==> src/rtl/pwm_capture.sv <==
// pwm_capture: measures the high time and period of an asynchronous PWM input,
// reporting one result per period and flagging inputs that stop toggling.
module pwm_capture #(
    parameter int CNT_WIDTH   = 8,
    parameter bit INV_IN      = 1'b0,
    parameter int SYNC_STAGES = 2
) (
    input  logic                 clk,
    input  logic                 reset,
    input  logic                 pwm_in,
    output logic [CNT_WIDTH-1:0] level,
    output logic [CNT_WIDTH:0]   period,
    output logic                 valid,
    output logic                 stuck
);

    localparam int PW = CNT_WIDTH + 1;
    localparam logic [PW-1:0]        CNT_ONE = PW'(1);
    localparam logic [PW-1:0]        CNT_MAX = {PW{1'b1}};
    localparam logic [CNT_WIDTH-1:0] LVL_MAX = {CNT_WIDTH{1'b1}};

    typedef enum logic [1:0] {
        WAIT_EDGE = 2'd0,
        MEAS_HIGH = 2'd1,
        MEAS_LOW  = 2'd2,
        STUCK     = 2'd3
    } state_t;

    // Front end: synchroniser, delayed copy, registered edge events
    logic [SYNC_STAGES-1:0] sync_q, sync_d;
    logic                   s;
    logic                   s_d_q, s_d_d;
    logic                   rise_q, rise_d;
    logic                   fall_q, fall_d;
    logic                   hi_q, hi_d;

    // Measurement counters and FSM
    logic [PW-1:0]          per_cnt_q, per_cnt_d;
    logic [PW-1:0]          hi_cnt_q, hi_cnt_d;
    logic [PW-1:0]          hi_lat_q, hi_lat_d;
    logic                   timeout;
    state_t                 state_q, state_d;

    logic                   emit;
    logic [CNT_WIDTH-1:0]   emit_level;
    logic [PW-1:0]          emit_period;
    logic                   emit_stuck;

    // Result stage and output registers
    logic                   res_valid_q, res_valid_d;
    logic [CNT_WIDTH-1:0]   res_level_q, res_level_d;
    logic [PW-1:0]          res_period_q, res_period_d;
    logic                   res_stuck_q, res_stuck_d;
    logic                   valid_q, valid_d;
    logic [CNT_WIDTH-1:0]   level_q, level_d;
    logic [PW-1:0]          period_q, period_d;
    logic                   stuck_q, stuck_d;

    always_comb begin
        sync_d = {sync_q[SYNC_STAGES-2:0], pwm_in ^ INV_IN};
        s      = sync_q[SYNC_STAGES-1];
        s_d_d  = s;
        rise_d = s & ~s_d_q;
        fall_d = ~s & s_d_q;
        hi_d   = s;
    end

    // Both counters restart at 1 on a rise so the rise cycle itself is counted.
    always_comb begin
        if (rise_q) begin
            per_cnt_d = CNT_ONE;
        end else if (per_cnt_q != CNT_MAX) begin
            per_cnt_d = per_cnt_q + CNT_ONE;
        end else begin
            per_cnt_d = per_cnt_q;
        end

        if (rise_q) begin
            hi_cnt_d = CNT_ONE;
        end else if (hi_q && (hi_cnt_q != CNT_MAX)) begin
            hi_cnt_d = hi_cnt_q + CNT_ONE;
        end else begin
            hi_cnt_d = hi_cnt_q;
        end

        timeout = (per_cnt_q == CNT_MAX) && !rise_q;
    end

    always_comb begin
        state_d     = state_q;
        hi_lat_d    = hi_lat_q;
        emit        = 1'b0;
        emit_level  = '0;
        emit_period = '0;
        emit_stuck  = 1'b0;

        case (state_q)
            WAIT_EDGE: begin
                if (rise_q) begin
                    state_d = MEAS_HIGH;
                end else if (timeout) begin
                    state_d    = STUCK;
                    emit       = 1'b1;
                    emit_stuck = 1'b1;
                    emit_level = hi_q ? LVL_MAX : '0;
                end
            end
            MEAS_HIGH: begin
                if (fall_q) begin
                    state_d  = MEAS_LOW;
                    hi_lat_d = hi_cnt_q;
                end else if (timeout) begin
                    state_d    = STUCK;
                    emit       = 1'b1;
                    emit_stuck = 1'b1;
                    emit_level = LVL_MAX;
                end
            end
            MEAS_LOW: begin
                if (rise_q) begin
                    state_d     = MEAS_HIGH;
                    emit        = 1'b1;
                    emit_level  = hi_lat_q[CNT_WIDTH] ? LVL_MAX : hi_lat_q[CNT_WIDTH-1:0];
                    emit_period = per_cnt_q;
                end else if (timeout) begin
                    state_d    = STUCK;
                    emit       = 1'b1;
                    emit_stuck = 1'b1;
                end
            end
            STUCK: begin
                // Recovery is silent; the next full period clears stuck.
                if (rise_q) begin
                    state_d = MEAS_HIGH;
                end
            end
            default: begin
                state_d = WAIT_EDGE;
            end
        endcase
    end

    always_comb begin
        res_valid_d  = emit;
        res_level_d  = emit_level;
        res_period_d = emit_period;
        res_stuck_d  = emit_stuck;

        valid_d  = res_valid_q;
        level_d  = res_valid_q ? res_level_q  : level_q;
        period_d = res_valid_q ? res_period_q : period_q;
        stuck_d  = res_valid_q ? res_stuck_q  : stuck_q;
    end

    always_ff @(posedge clk or negedge reset) begin
        if (!reset) begin
            sync_q       <= '0;
            s_d_q        <= 1'b0;
            rise_q       <= 1'b0;
            fall_q       <= 1'b0;
            hi_q         <= 1'b0;
            per_cnt_q    <= '0;
            hi_cnt_q     <= '0;
            hi_lat_q     <= '0;
            state_q      <= WAIT_EDGE;
            res_valid_q  <= 1'b0;
            res_level_q  <= '0;
            res_period_q <= '0;
            res_stuck_q  <= 1'b0;
            valid_q      <= 1'b0;
            level_q      <= '0;
            period_q     <= '0;
            stuck_q      <= 1'b0;
        end else begin
            sync_q       <= sync_d;
            s_d_q        <= s_d_d;
            rise_q       <= rise_d;
            fall_q       <= fall_d;
            hi_q         <= hi_d;
            per_cnt_q    <= per_cnt_d;
            hi_cnt_q     <= hi_cnt_d;
            hi_lat_q     <= hi_lat_d;
            state_q      <= state_d;
            res_valid_q  <= res_valid_d;
            res_level_q  <= res_level_d;
            res_period_q <= res_period_d;
            res_stuck_q  <= res_stuck_d;
            valid_q      <= valid_d;
            level_q      <= level_d;
            period_q     <= period_d;
            stuck_q      <= stuck_d;
        end
    end

    assign level  = level_q;
    assign period = period_q;
    assign valid  = valid_q;
    assign stuck  = stuck_q;

endmodule
==> config.mk <==
export PLATFORM = sky130hd
export DESIGN_NAME = pwm_capture
export DESIGN_NICKNAME = d
export VERILOG_FILES = /design/src/rtl/pwm_capture.sv
export SDC_FILE = /design/constraint.sdc
export NUM_CORES = 1
export LEC_CHECK = 0
export ABC_AREA = 1
export CAP_MARGIN = 20
export CORE_MARGIN = 2
export CORE_UTILIZATION = 35
export DETAILED_ROUTE_END_ITERATION = 6
export GPL_TIMING_DRIVEN = 0
export PLACE_DENSITY = 0.52
export SLEW_MARGIN = 10
export SYNTH_ARGS = -nofsm -noshare
export SYNTH_HDL_FRONTEND = slang
export SYNTH_SLANG_ARGS = --single-unit
==> constraint.sdc <==
create_clock -name clk -period 3.85 [get_ports clk]
set_input_delay 0.385 -clock clk [delete_from_list [all_inputs] [get_ports clk]]
set_output_delay 0.385 -clock clk [all_outputs]
set_load 0.02 [all_outputs]
After elaboration in Yosys (flattened, before gate mapping):

Cells that the tools add are included.

* $add $sub $neg: 2
* multipliers: 0
* divide/modulo/power cells: 0
* order comparisons: 0
* equality and inequality tests: 7
* shifts and indexed selects: 0
* muxes and demuxes: 25
* bitwise logic cells: 4
* reduce and logical (&&, ||, !) cells: 8

Operator list (number)
* two-way mux 8 bit: 7
* two-way mux 9 bit: 6
* one-hot mux 8 bit (3 select lines): 1
* adder 9 x 1 -> 9 bit, second input constant: 2
* inequality test 9 bit, second input constant: 2
* equality test 9 bit, second input constant: 1
* two-way mux 2 bit: 4
* one-hot mux 2 bit (3 select lines): 1
* equality test 2 bit, second input constant: 2
* two-way mux 1 bit: 4
* nonzero test 2 bit: 2
* one-hot mux 1 bit (3 select lines): 1
* bitwise AND 1 bit: 2
* equality test 2 x 1 -> 1 bit, second input constant: 1
* logical AND 1 bit: 2
* logical NOT 2 bit: 1
* inequality test 2 bit, second input constant: 1
* NOT 1 bit: 2
* one-hot mux 1 bit (2 select lines): 1
* AND reduction 2 bit: 1
* OR reduction 2 bit: 1
* logical NOT 1 bit: 1

* register bits after elaboration: 72
* latch bits: 0
* bits in writable memories: 0
* ROM bits: 0
* input bits: 3
* output and inout port bits: 19
* logic and storage cells: 62
* memories kept: 0

Longest topological paths before layout:

* depth in word-level cells: 5
* depth in mapped cells: 10
* mapped depth without buffers: 10

Worst setup path after synthesis:

Ideal clock, no wire load.

* kind: reg-to-reg
* start: register per_cnt_q[1]
* end: register res_valid_q
* setup time: 0.087 ns
* arrival: 1.607 ns
* required time: 3.763 ns
* slack: 2.157 ns
* stages on the path, launching flop included: 11
* buffers on the path: 0
* period minus slack after synthesis: 1.693 ns
* cells stage by stage: dfrtp_1 -> ha_1 -> nand4_1 -> nor3_1 -> ha_1 -> inv_2 -> nor2_4 -> inv_2 -> nor2_4 -> nand2_4 -> o211ai_1

* cells in the longest elaborated chain, start to end: 5
* elaborated cells on any way between the ends: 7
* classes of those cells: eq/ne: 1; mux: 5; reduce/logical: 1

Ends and longest elaborated chain
* start: declaration: RTL line 38 `logic [PW-1:0] per_cnt_q, per_cnt_d;`
* start signal: assignment: RTL line 180 `per_cnt_q <= per_cnt_d;`
* equality test 9 bit (*): RTL line 86 `timeout = (per_cnt_q == CNT_MAX) && !rise_q;`
* logical AND 1 bit (*): RTL line 86
* two-way mux 1 bit (*): RTL line 101, 112, 125
* two-way mux 1 bit (on tied branches)
* one-hot mux 1 bit (3 select lines) (*): RTL line 97 `case (state_q)`
* net emit: RTL line 44 `logic emit;`
* end signal: assignment: RTL line 184 `res_valid_q <= res_valid_d;`
* end: declaration: RTL line 50 `logic res_valid_q, res_valid_d;`

Mark *: on every way through the listed nets, which the timed path passes. The rest lies on a longest branch.
A chain may end at the register's enable or synchronous reset.

Worst setup path after layout:

Same ends and word-level chain as after synthesis.

==> results.yml <==
yosys:
  yosysTopAreaCellShare_pct: 61.0
  synth-compound-area-share_pct: 6.65
  synth_area_per_cell_um2: 10.5
  synthTopCellsByCount: "dfrtp_1 (72), nand2_1 (45), nor2_1 (34), inv_1 (24)"
  synth_xor_area_share_pct: 0
  synth_mux_area_share_pct: 6.86
  postSynthCellCount: 282
  netlist_area_um2: 2950
  synth-seq-cells: 72
  yosys.area_share.simple_pct: 18.6
  synth_top_family_by_area: "simple AND/OR/NAND/NOR gates"
  synthAdderAreaFrac_pct: 1.69
  synth_nets: 289
  synthArstFlopShare_pct: 100
  synth_most_common_cell: "dfrtp_1"
  synth_top_cells_by_area: "dfrtp_1 (61%), mux2_2 (6.9%), nand2_1 (5.7%)"
  synth-edff-count: 0
  synth_top_area_cell: "dfrtp_1"
  synthFlopType: "dfrtp_1"
  yosysUniqueCellTypes: 22
  yosysWarnings: 0
  seq_area_frac_synth_pct: 61.0
die:
  rows: 33
  ios: 22
  die_y_um: 95.9
  core_um2: 8220
  die_area_um2: 9190
  die_w_um: 95.9
  initial_core_util_pct: 36.0
critical_path:
  start_kind: "flip-flop"
  crit_type: "reg -> reg"
  rrSetupSlack_ns: 1.81
  crit_fanout: 10
  required_ns: 4.10
  r2r_cells: 10
  reg2reg_from: "per_cnt_q[1]$_DFFE_PN0P_"
  critPathArrivalTime_ns: 2.29
  crit_family: "simple AND/OR/NAND/NOR gates"
  timing.rr.end: "res_valid_q$_DFF_PN0_"
  cpPeakStageDelay_ns: 0.41
  path_cells: "ha_1 -> nand4_1 -> nor3_1 -> ha_1 -> inv_2 -> nor2_4 -> inv_2 -> nor2_4 -> nand2_4 -> o211ai_1"
  crit_buf_inv: 2
  end_kind: "flip-flop"
  cpMaxStageDelayCell: "dfrtp_1"
placed_design:
  hpwlAfterDp_um: 3720
  place_ws_ns: 1.87
  io_buffers: 21
  gp_congestion: 0.870
pwr:
  pwr-share-comb_pct: 15.3
  p_per_area_nw_per_um2: 496
  p_leak_nw: 1.72
  p_int_mw: 1.22
  total_power_mw: 1.75
  ir_drop_v: 0.000209
  swShare_pct: 30.1
  power_frac_clock_pct: 33.5
  seq_power_share_pct: 51.1
  power.switching_mw: 0.526
finish:
  syn_to_final_growth_pct: 19.4
  drive_above_1_share_pct: 18.7
  num-nets-final: 323
  fillers: 803
  num_antenna_cells: 0
detailed_routing:
  dr.pass1.iters: 4
  wirelength_um: 5260
  dr_total_vias: 1976
  drc_errors: 0
  wl_per_cell_um: 12.3
  viasPerCell: 4.64
  drtAntennaViolNets: 0
  drtIter0Drc: 103
timing:
  tightest_slew_ns: 0.323
  hold_violations: 0
  fmax_mhz: 491
  period_minus_slack_ns: 2.04
  rsz0062_at_grt: "no"
  fin_skew_ns: 0.0103
  setup_viol: 0
  fin_setup_tns_ns: 0
  slew_headroom_pct: 78.4
  post-route-period-util_pct: 52.9
  fin_ws_ns: 1.81
  finalMaxSlewViolations: 0
clocking:
  numCtsBuffers: 9
  cts_max_level: 3
  clkTransAtPathRegs_ns: 0.08
  clk_latency_ns: 0.34
  clock_sinks: 72
  cts_max_path_buffers: 2
  cts_tree: "yes"
  cts-root-buf: "clkbuf_8"
status:
  outcome: "completed"
hold_path:
  hold_depth: 0
  hold_start: "sync_q[0]$_DFF_PN0_"
  hold_class: "reg -> reg"
  holdPathEnd: "sync_q[1]$_DFF_PN0_"
global_routing:
  grt_pass1_vias: 1989
  grt_max_degree: 55
  grt_pass1_wl_um: 9450
  grt_use_total_pct: 13.4
  grt_antenna_before_repair: 0
  grt.overflow.total: 0
job:
  drv_cap: 0
## state kept, by name, indices dropped and copies added, names as in the netlist
signal	flops
stuck	1
state_q	2
hi_cnt_q	9
sync_q	2
valid	1
res_valid_q	1
level	8
per_cnt_q	9
rise_q	1
res_period_q	9
hi_q	1
hi_lat_q	9
res_level_q	8
period	9
fall_q	1
res_stuck_q	1
## cells by family (layout without fill, tap and decap cells)
kind of cell	Yosys count	count (layout)
buffers and inverters	35	74
muxes	18	18
DFF	72	72
AOI/OAI and AO/OA	34	34
adders and majority gates	4	4
and+or+nand+nor	119	119
## worst reg2reg max path, delay by kind of cell (launching register included)
family | cells | cell delay, ns
AND/OR/NAND/NOR | 5 | 0.69
adder cells (fa/ha/maj) | 2 | 0.54
flip-flops | 1 | 0.41
buffers and inverters | 2 | 0.22
AO/OA/AOI/OAI | 1 | 0.10
## worst max path at each step
stage	start	to	slack, ns	cells after the start
2_1_floorplan	per_cnt_q[1]$_DFFE_PN0P_	res_valid_q$_DFF_PN0_	2.16	10
3_3_place_gp	reset	level[3]$_DFFE_PN0P_	-0.18	1
3_5_place_dp	per_cnt_q[1]$_DFFE_PN0P_	res_valid_q$_DFF_PN0_	1.87	10
4_1_cts	per_cnt_q[1]$_DFFE_PN0P_	res_valid_q$_DFF_PN0_	1.81	10
5_1_grt	per_cnt_q[1]$_DFFE_PN0P_	res_valid_q$_DFF_PN0_	1.53	10
6_report	per_cnt_q[1]$_DFFE_PN0P_	res_valid_q$_DFF_PN0_	1.81	10
## metrics by stage
stage                     cell area (um^2)  utilization [%]  hold slack (ns)  cells
after floorplan                       2950                -           0.0894    282
after detailed placement              3320             40.4            0.293    409
after global routing                  3530             42.9            0.354    426
after global placement                3300             40.1            0.336    408
final                                 3530             42.9            0.351    426
after CTS                             3530             42.9            0.352    426
## placed cells by master (no fill, tap or decap), drive strengths merged
cell	instances
mux2	18
inv	28
clkinvlp	2
nor2	38
ha	4
clkdlybuf4s50	20
nand2	47
a31oi	1
clkinv	4
dlygate4sd3	1
nor3	7
a21oi	5
buf	9
o21ai	27
clkbuf	9
dfrtp	72
o211ai	1
nand4	7
nand3	20
bufinv	1
## repair_timing
item | CTS | global route
resized for setup | 0 | 0
setup buffers | 0 | 0
hold endpoints to repair | 18 | 0
hold buffers | 1 | 0
## power by group through the flow
stage          sequential [mW]  combinational, mW  clock [mW]
6_report                 0.895              0.268       0.587
5_1_grt                  0.905              0.313       0.638
4_1_cts                  0.894              0.273       0.605
3_5_place_dp             0.908              0.272           0
3_3_place_gp             0.905              0.264           0
2_1_floorplan            0.898              0.193           0
## metal layers
| layer | wire length, um | up-vias | track usage, % |
|---|---|---|---|
| met1 | 2750 | 941 | 19.4 |
| met3 | 131 | 10 | 2.66 |
| met4 | 108 | 0 | 7.14 |
| met2 | 2270 | 33 | 18.9 |
| li1 | - | 992 | - |
| met5 | 0 | - | 0 |
## layout make-up
class	count	area [um^2]	area share, %
Multi-Input combinational cell	175	998	28.3
Buffer	7	48.8	1.38
Inverter	28	105	2.98
Clock buffer	9	124	3.51
Tap cell	105	131	3.72
Clock inverter	7	72.6	2.06
Sequential cell	72	1800	51.1
Timing Repair Buffer	23	245	6.95
Power figures use the tool's default switching activity.
